`config.mk`:
```
export PLATFORM = sky130hd
export DESIGN_NAME = pipelined_array_multiplier
export DESIGN_NICKNAME = d
export VERILOG_FILES = /design/src/rtl/pipelined_array_multiplier.sv
export SDC_FILE = /design/constraint.sdc
export NUM_CORES = 1
export LEC_CHECK = 0
export CAP_MARGIN = 15
export CELL_PAD_IN_SITES_DETAIL_PLACEMENT = 0
export CELL_PAD_IN_SITES_GLOBAL_PLACEMENT = 2
export CORE_ASPECT_RATIO = 1.4
export CORE_MARGIN = 1
export CORE_UTILIZATION = 35
export CTS_CLUSTER_DIAMETER = 50
export CTS_CLUSTER_SIZE = 25
export DETAILED_ROUTE_END_ITERATION = 8
export DONT_BUFFER_PORTS = 1
export PLACE_DENSITY_LB_ADDON = 0.1
export SYNTH_ARGS = -nofsm -noshare
export SYNTH_HDL_FRONTEND = slang
export SYNTH_SLANG_ARGS = --single-unit
```
`constraint.sdc`:
```
create_clock -name clk -period 3.13 [get_ports clk]
set_clock_uncertainty 0.15 [all_clocks]
set_input_delay 0.626 -clock clk [delete_from_list [all_inputs] [get_ports clk]]
set_output_delay 0.626 -clock clk [all_outputs]
set_load 0.02 [all_outputs]
```
`src/rtl/pipelined_array_multiplier.sv`:
```
// ---------------------------------------------------------------------------
// pipelined_array_multiplier
// Sequential shift-add multiplier: one array row per cycle, signed/unsigned.
// Revision: 1.0
// ---------------------------------------------------------------------------
`timescale 1ns/1ps
`default_nettype none

module pipelined_array_multiplier #(
  parameter int WIDTH = 8
) (
  input  logic                 clk,
  input  logic                 rst,
  input  logic                 start,
  input  logic                 is_signed,
  input  logic [WIDTH-1:0]     a,
  input  logic [WIDTH-1:0]     b,
  output logic                 ready,
  output logic                 done,
  output logic [2*WIDTH-1:0]   p
);

  localparam int              CW     = $clog2(WIDTH);
  localparam logic [CW-1:0]   C_LAST = CW'(WIDTH - 1);
  localparam logic [CW-1:0]   C_ONE  = CW'(1);

  typedef enum logic [1:0] {
    IDLE = 2'd0,
    CALC = 2'd1,
    DONE = 2'd2
  } state_t;

  state_t               r_state;
  state_t               w_state_next;

  logic [2*WIDTH-1:0]   r_mcand;
  logic [WIDTH-1:0]     r_mplier;
  logic [2*WIDTH-1:0]   r_acc;
  logic [CW-1:0]        r_cnt;
  logic                 r_neg;
  logic [2*WIDTH-1:0]   r_p;

  logic                 w_accept;
  logic                 w_last;
  logic [WIDTH-1:0]     w_abs_a;
  logic [WIDTH-1:0]     w_abs_b;
  logic [2*WIDTH-1:0]   w_acc_sum;

  // The most negative operand negates to itself, which is already the
  // correct unsigned magnitude 2^(WIDTH-1).
  assign w_abs_a   = (is_signed && a[WIDTH-1]) ? -a : a;
  assign w_abs_b   = (is_signed && b[WIDTH-1]) ? -b : b;
  assign w_accept  = (r_state == IDLE) && start;
  assign w_last    = (r_state == CALC) && (r_cnt == C_LAST);
  assign w_acc_sum = r_acc + (r_mplier[0] ? r_mcand : '0);
  assign p         = r_p;

  always_ff @(posedge clk or posedge rst) begin
    if (rst) begin
      r_state <= IDLE;
    end else begin
      r_state <= w_state_next;
    end
  end

  always_comb begin
    w_state_next = r_state;
    ready        = 1'b0;
    done         = 1'b0;
    case (r_state)
      IDLE: begin
        ready = 1'b1;
        if (start) w_state_next = CALC;
      end
      CALC: begin
        if (r_cnt == C_LAST) w_state_next = DONE;
      end
      DONE: begin
        done         = 1'b1;
        w_state_next = IDLE;
      end
      default: w_state_next = IDLE;
    endcase
  end

  always_ff @(posedge clk or posedge rst) begin
    if (rst) begin
      r_mcand  <= '0;
      r_mplier <= '0;
      r_acc    <= '0;
      r_cnt    <= '0;
      r_neg    <= 1'b0;
      r_p      <= '0;
    end else if (w_accept) begin
      r_mcand  <= {{WIDTH{1'b0}}, w_abs_a};
      r_mplier <= w_abs_b;
      r_acc    <= '0;
      r_cnt    <= '0;
      r_neg    <= is_signed & (a[WIDTH-1] ^ b[WIDTH-1]);
    end else if (r_state == CALC) begin
      r_acc    <= w_acc_sum;
      r_mcand  <= r_mcand << 1;
      r_mplier <= r_mplier >> 1;
      r_cnt    <= r_cnt + C_ONE;
      // Negating a zero magnitude yields zero, so no negative zero escapes.
      if (w_last) r_p <= r_neg ? -w_acc_sum : w_acc_sum;
    end
  end

endmodule

`default_nettype wire

```
# --- After elaboration in Yosys (flattened, before gate mapping) ---
# Cells that the tools add are included.
# Widths: inputs -> output; s select.
word_totals:
  ff_bits: 62
  latch_bits: 0
  ramBits: 0
  rom_bits: 0
  input_bits: 20
  output_inout_bits: 18
  wordCells: 45
  n_memories: 0
classes:
  n_addsub: 5
  multipliers: 0
  n_div: 0
  magnitude_cmp: 0
  n_eq_ne: 5
  n_shift: 0
  n_mux: 17
  n_bitwise: 3
  reduce_logical: 8
ops:
  columns: ["cell", "count"]
  rows:
  - ["$mux 16", 6]
  - ["$mux 8", 4]
  - ["$add 16x16->16", 1]
  - ["$neg 16->16", 1]
  - ["$neg 8->8", 2]
  - ["$mux 3", 2]
  - ["$logic_and 1x1->1", 4]
  - ["$mux 2", 2]
  - ["$ne 2x2->1 const B", 2]
  - ["$pmux 2 s2", 1]
  - ["$add 3x1->3 const B", 1]
  - ["$eq 3x3->1 const B", 1]
  - ["$reduce_and 3->1", 1]
  - ["$eq 2x1->1 const B", 1]
  - ["$eq 2x2->1 const B", 1]
  - ["$logic_not 2->1", 1]
  - ["$mux 1", 2]
  - ["$reduce_and 2->1", 1]
  - ["$reduce_bool 2->1", 1]
  - ["$and 1x1->1", 1]
  - ["$not 1->1", 1]
  - ["$xor 1x1->1", 1]

# --- Longest topological paths before layout ---
logic_depth:
  ltp_word: 4
  mapped_depth: 13
  depth_no_buf: 13

# --- Least setup slack after synthesis ---
# OpenSTA, ideal clock, no wires.
synth_path:
  kind: "register -> register"
  from: "reg r_mplier[0]"
  to: "reg r_p[15], in the netlist p[15]"
  setup_time_ps: 92
  arrival_ps: 2888
  required_time_ps: 2888
  slack_ps: 0
  path_stages_with_launch: 13
  path_buffers: 0
  synth_period_minus_slack_ps: 3130
  cell_sequence: "dfrtp_1 -> and2_1 -> ha_1 -> fa_1 -> a21o_1 -> a221oi_4 -> nor3b_2 -> a2111oi_4 -> xor2_2 -> nand4_2 -> nor3_2 -> nor3b_1 -> o31ai_2"
synth_via:
  elab_chain_cells: 4
synth_rtl:
  columns: ["element", "line_no", "source"]
  rows:
  - ["start: declaration", "37", "logic [WIDTH-1:0] r_mplier;"]
  - ["start signal: assignment", "96", "r_mplier <= w_abs_b;"]
  - ["start signal: assignment", "103", "r_mplier <= r_mplier >> 1;"]
  - ["$mux 16 *", "55", "assign w_acc_sum = r_acc + (r_mplier[0] ? r_mcand : '0);"]
  - ["$add 16x16->16 *", "55", null]
  - ["$neg 16->16", "106", "if (w_last) r_p <= r_neg ? -w_acc_sum : w_acc_sum;"]
  - ["$mux 16 *", "106", null]
  - ["end signal: assignment", "106", null]
  - ["end: declaration", "41", "logic [2*WIDTH-1:0] r_p;"]
# Every way passes the cells marked *; elsewhere a longest branch is shown, timed or not.
# A chain may end at the register's enable or synchronous reset.

# --- Worst setup path in the final report ---
# Ends and elaborated chain as after synthesis.

==> flow_summary.html <==
<table>
<tr><th>Metric</th><th>Value</th></tr>
<tr><th colspan="2">Status</th></tr>
<tr><td>Status</td><td>finished with violations</td></tr>
<tr><td>Violated checks</td><td>setup timing</td></tr>
<tr><th colspan="2">Logic synthesis</th></tr>
<tr><td>Synthesized instance count</td><td>462</td></tr>
<tr><td>Synthesized area per cell</td><td>8.60 sq um</td></tr>
<tr><td>Cell types with the largest area share after synthesis</td><td>dfrtp_1, nand2_1, ha_1</td></tr>
<tr><td>Warning count from the yosys run</td><td>0</td></tr>
<tr><td>Cell taking the most area after synthesis</td><td>dfrtp_1</td></tr>
<tr><td>Leading register cell type out of synthesis</td><td>dfrtp_1</td></tr>
<tr><td>Proportion of synthesized flip-flops having asynchronous set or reset</td><td>100%</td></tr>
<tr><td>Fraction of synthesized cell area taken by the top area cell type</td><td>39.0%</td></tr>
<tr><td>Total nets after synthesis</td><td>503</td></tr>
<tr><td>Syn Std Cell Area</td><td>0.00398 sq mm</td></tr>
<tr><td>Sequential element share of the synthesized area</td><td>39.0%</td></tr>
<tr><td>Register bit count reported by yosys</td><td>62</td></tr>
<tr><td>Number of enable-type register cells in the synthesized netlist</td><td>0</td></tr>
<tr><td>Count of cell types in the netlist</td><td>59</td></tr>
<tr><th colspan="2">Placed design</th></tr>
<tr><td>IO buf count</td><td>0</td></tr>
<tr><td># placed instances</td><td>633</td></tr>
<tr><td>HPWL after detailed placement</td><td>7210 um</td></tr>
<tr><td>GP Congestion</td><td>0.801</td></tr>
<tr><td>Post-Place Setup Slack</td><td>-0.142 ns</td></tr>
<tr><td>Post-Place Cell Area</td><td>0.00444 sq mm</td></tr>
<tr><th colspan="2">Cells and area</th></tr>
<tr><td>Final design area excluding fillers</td><td>0.00505 sq mm</td></tr>
<tr><td>Core occupancy in the finished layout</td><td>46.3%</td></tr>
<tr><td>Nets</td><td>554</td></tr>
<tr><td>Antenna fix cells</td><td>0</td></tr>
<tr><td>Area growth from synthesis to layout</td><td>27.2%</td></tr>
<tr><td>Non-filler cells in the finished layout</td><td>659</td></tr>
<tr><td>Share of layout cells above drive strength 1</td><td>24.9%</td></tr>
<tr><th colspan="2">Setup path</th></tr>
<tr><td>Critical-path top delay cell</td><td>dfrtp_1</td></tr>
<tr><td>Crit path arrival time</td><td>3.27 ns</td></tr>
<tr><td>Launching element type of the critical path</td><td>flop</td></tr>
<tr><td>Worst endpoint required time</td><td>3.22 ns</td></tr>
<tr><td>Highest cell delay on the worst timing path</td><td>0.42 ns</td></tr>
<tr><td>Worst Setup Path Type</td><td>reg2reg</td></tr>
<tr><td>Dominant delay contributor by cell family on the critical path</td><td>compound AO/OA/AOI/OAI gates</td></tr>
<tr><td>Maximum fanout along the worst path</td><td>5</td></tr>
<tr><td>Number of buffers and inverters on the critical path</td><td>1</td></tr>
<tr><td>Critical path endpoint category</td><td>flop</td></tr>
<tr><td>Cells traversed along the worst timing path</td><td>and2_4 &gt; ha_4 &gt; fa_2 &gt; a21o_1 &gt; a221oi_4 &gt; buf_4 &gt; nor3b_2 &gt; a2111oi_4 &gt; xor2_2 &gt; nand4_2 &gt; nor3_2 &gt; nor3b_2 &gt; o31ai_2</td></tr>
<tr><td>Most common cell on crit path</td><td>nor3b_2</td></tr>
<tr><th colspan="2">CTS</th></tr>
<tr><td>Number of clock buffers inserted by TritonCTS</td><td>9</td></tr>
<tr><td>Clock tree from TritonCTS</td><td>built</td></tr>
<tr><td>Maximum buffer depth of the clock tree</td><td>2</td></tr>
<tr><td>Clock latency reported for the late side of the worst-skew pair</td><td>0.33 ns</td></tr>
<tr><td>H-tree lvl count</td><td>3</td></tr>
<tr><td>Cell chosen for the clock root</td><td>clkbuf_16</td></tr>
<tr><td>Clock net sink count</td><td>62</td></tr>
<tr><td>Clock-pin slew on the worst setup and hold paths</td><td>0.06 ns</td></tr>
<tr><th colspan="2">GRT</th></tr>
<tr><td>Layer with the highest usage after global routing</td><td>met2</td></tr>
<tr><td>Met2 GRT Util</td><td>29.4%</td></tr>
<tr><td>Global-route track usage on met1</td><td>22.7%</td></tr>
<tr><td>Largest net degree at the start of global routing</td><td>50</td></tr>
<tr><td>Global Route met3 Usage</td><td>2.79%</td></tr>
<tr><td>Vias in the first global route</td><td>3451</td></tr>
<tr><td>Total GRT Usage</td><td>17.6%</td></tr>
<tr><td>Number of antenna violations at the first check in global routing</td><td>0</td></tr>
<tr><td>Final global-route overflow total</td><td>0</td></tr>
<tr><td>First-pass GRT wire length</td><td>16300 um</td></tr>
<tr><th colspan="2">Min path</th></tr>
<tr><td>Worst min-delay path class</td><td>in2async</td></tr>
<tr><th colspan="2">Routing</th></tr>
<tr><td>DR pass1 iterations</td><td>5</td></tr>
<tr><td>Vias per inst</td><td>5.12</td></tr>
<tr><td>Total number of vias</td><td>3371</td></tr>
<tr><td>Detail-routed net length per standard cell</td><td>14.9 um</td></tr>
<tr><td>Final routed DRC violation total</td><td>0</td></tr>
<tr><td>Drt initial violations</td><td>108</td></tr>
<tr><td>Detailed Route WL</td><td>9800 um</td></tr>
<tr><td>Post-DRT Antenna Nets</td><td>0</td></tr>
<tr><th colspan="2">Timing</th></tr>
<tr><td>Final critical path time including I/O delays and setup</td><td>3.18 ns</td></tr>
<tr><td>Final setup violating endpoints</td><td>1</td></tr>
<tr><td>Final number of max-transition violations</td><td>0</td></tr>
<tr><td>Maximum clock frequency</td><td>315 MHz</td></tr>
<tr><td>Post-route setup slack</td><td>-0.0466 ns</td></tr>
<tr><td>Final Hold Fails</td><td>0</td></tr>
<tr><td>Setup repair after global routing missed its margin</td><td>yes</td></tr>
<tr><td>Pin slew with the least headroom to its limit</td><td>0.790 ns</td></tr>
<tr><td>Final period util</td><td>101%</td></tr>
<tr><td>Rel. slew slack</td><td>47.2%</td></tr>
<tr><th colspan="2">Floorplan</th></tr>
<tr><td>Total die area</td><td>0.0118 sq mm</td></tr>
<tr><td>Number of top-level pins</td><td>38</td></tr>
<tr><td>Effective utilization at floorplan</td><td>36.4%</td></tr>
<tr><td>Die H</td><td>128 um</td></tr>
<tr><td>Core area</td><td>0.0109 sq mm</td></tr>
<tr><td>Cell Rows</td><td>45</td></tr>
<tr><td>Die Span X</td><td>92.1 um</td></tr>
<tr><th colspan="2">Power and ir drop</th></tr>
<tr><td>Maximum vdd ir drop</td><td>470 uV</td></tr>
<tr><td>Leakage component of the power</td><td>2.28 nW</td></tr>
<tr><td>Power density relative to cell area</td><td>1250 mW/mm^2</td></tr>
<tr><th colspan="2">Job</th></tr>
<tr><td>Max capacitance violation total</td><td>0</td></tr>
</table>
[through the flow]
stage | TNS, ns | hold slack (ns) | power, mW
floorplan | 0 | 0.306 | 3.58
global placement | -0.0424 | 0.322 | 4.67
detailed placement | -0.315 | 0.328 | 4.70
CTS | -0.0365 | 0.0472 | 6.01
global route | -0.717 | 0.0731 | 6.83
finish | -0.0466 | 0.0344 | 6.31
[layer usage]
metal  vias up  wire length [um]
met1      1566              4540
li1       1721                 -
met4         0               186
met5         -                 0
met3        13               323
met2        71              4750
[layout make-up]
type	instances	area (sq um)
fillers	1114	5870
multi-input cells	366	2490
flip-flops and latches	62	1550
repair buffers	60	454
clock buffers	11	253
well taps	141	176
clock inverters	5	81.3
inverters	14	52.6
[cell usage after synthesis, types with 2 or more instances]
| cell | instances |
|---|---|
| and3_1 | 4 |
| o21ai_1 | 4 |
| nor2b_1 | 2 |
| o31ai_2 | 2 |
| or3_1 | 5 |
| o21ba_2 | 2 |
| a21o_1 | 4 |
| nor3_1 | 11 |
| or2_2 | 3 |
| a21boi_0 | 2 |
| xor2_1 | 19 |
| buf_4 | 2 |
| inv_1 | 14 |
| o211ai_1 | 2 |
| nand4_1 | 3 |
| xnor2_1 | 15 |
| ha_1 | 20 |
| a31oi_1 | 17 |
| a22o_1 | 2 |
| o21ai_0 | 43 |
| nand2_1 | 86 |
| a211oi_1 | 5 |
| a21oi_1 | 17 |
| nor2_1 | 28 |
| clkbuf_1 | 17 |
| nand3_1 | 20 |
| nand2b_1 | 2 |
| and2_1 | 19 |
| dfrtp_1 | 62 |
[what timing repair did]
action	4_1_cts	5_1_grt
pin swaps	6	10
resized for setup	6	31
setup buffers	5	5
endpoints found under the setup margin	5	9
hold buffers	0	0
[cells in the final DEF (no fill, tap or decap), drive strengths merged, types with 3 or more instances in the layout]
cell type	count
or2	3
o31ai	3
buf	60
ha	20
a21o	4
a21boi	3
xor2	20
or3	5
nor2	28
a211oi	6
nand2	86
nand3	20
nand4	4
inv	14
and3	5
dfrtp	62
o21ai	48
xnor2	15
nor3	12
and2	19
a31oi	17
clkbuf	11
a22o	3
a21oi	18
[worst paths after layout]
| path | from | to | slack (ns) | cells past startpoint |
|---|---|---|---|---|
| worst max-delay path | r_mplier[0] | p[15] | -0.05 | 13 |
| worst min-delay path | rst | r_mcand[3] | 0.03 | 1 |
| worst max register to register | r_mplier[0] | p[15] | -0.05 | 13 |
| worst min register to register | r_acc[11] | r_acc[11] | 0.34 | 2 |
| max in group asynchronous | rst | r_acc[10] | 2.14 | 2 |
| min in group clk | is_signed | r_neg | 0.33 | 2 |
[cell families after synthesis]
kind of cell,after synthesis,synth area share (%)
buf+inv,34,3.59
mux,2,0.535
fa+ha+maj,21,6.80
flops,62,39.0
simple gates,191,22.7
compound gates,117,19.5
xor+xnor,35,7.90
[power by group]
part           internal (mW)  leakage, nW  switching, mW
combinational           1.79         1.34           1.86
clock                  0.740        0.162          0.378
sequential              1.17        0.783          0.373
[registers in the layout (all words and copies together), names as in the netlist]
register	count
r_mplier	8
p	16
r_mcand	16
r_acc	16
r_neg	1
r_cnt	3
r_state	2
Note: power is estimated with default switching activity, not from simulation.
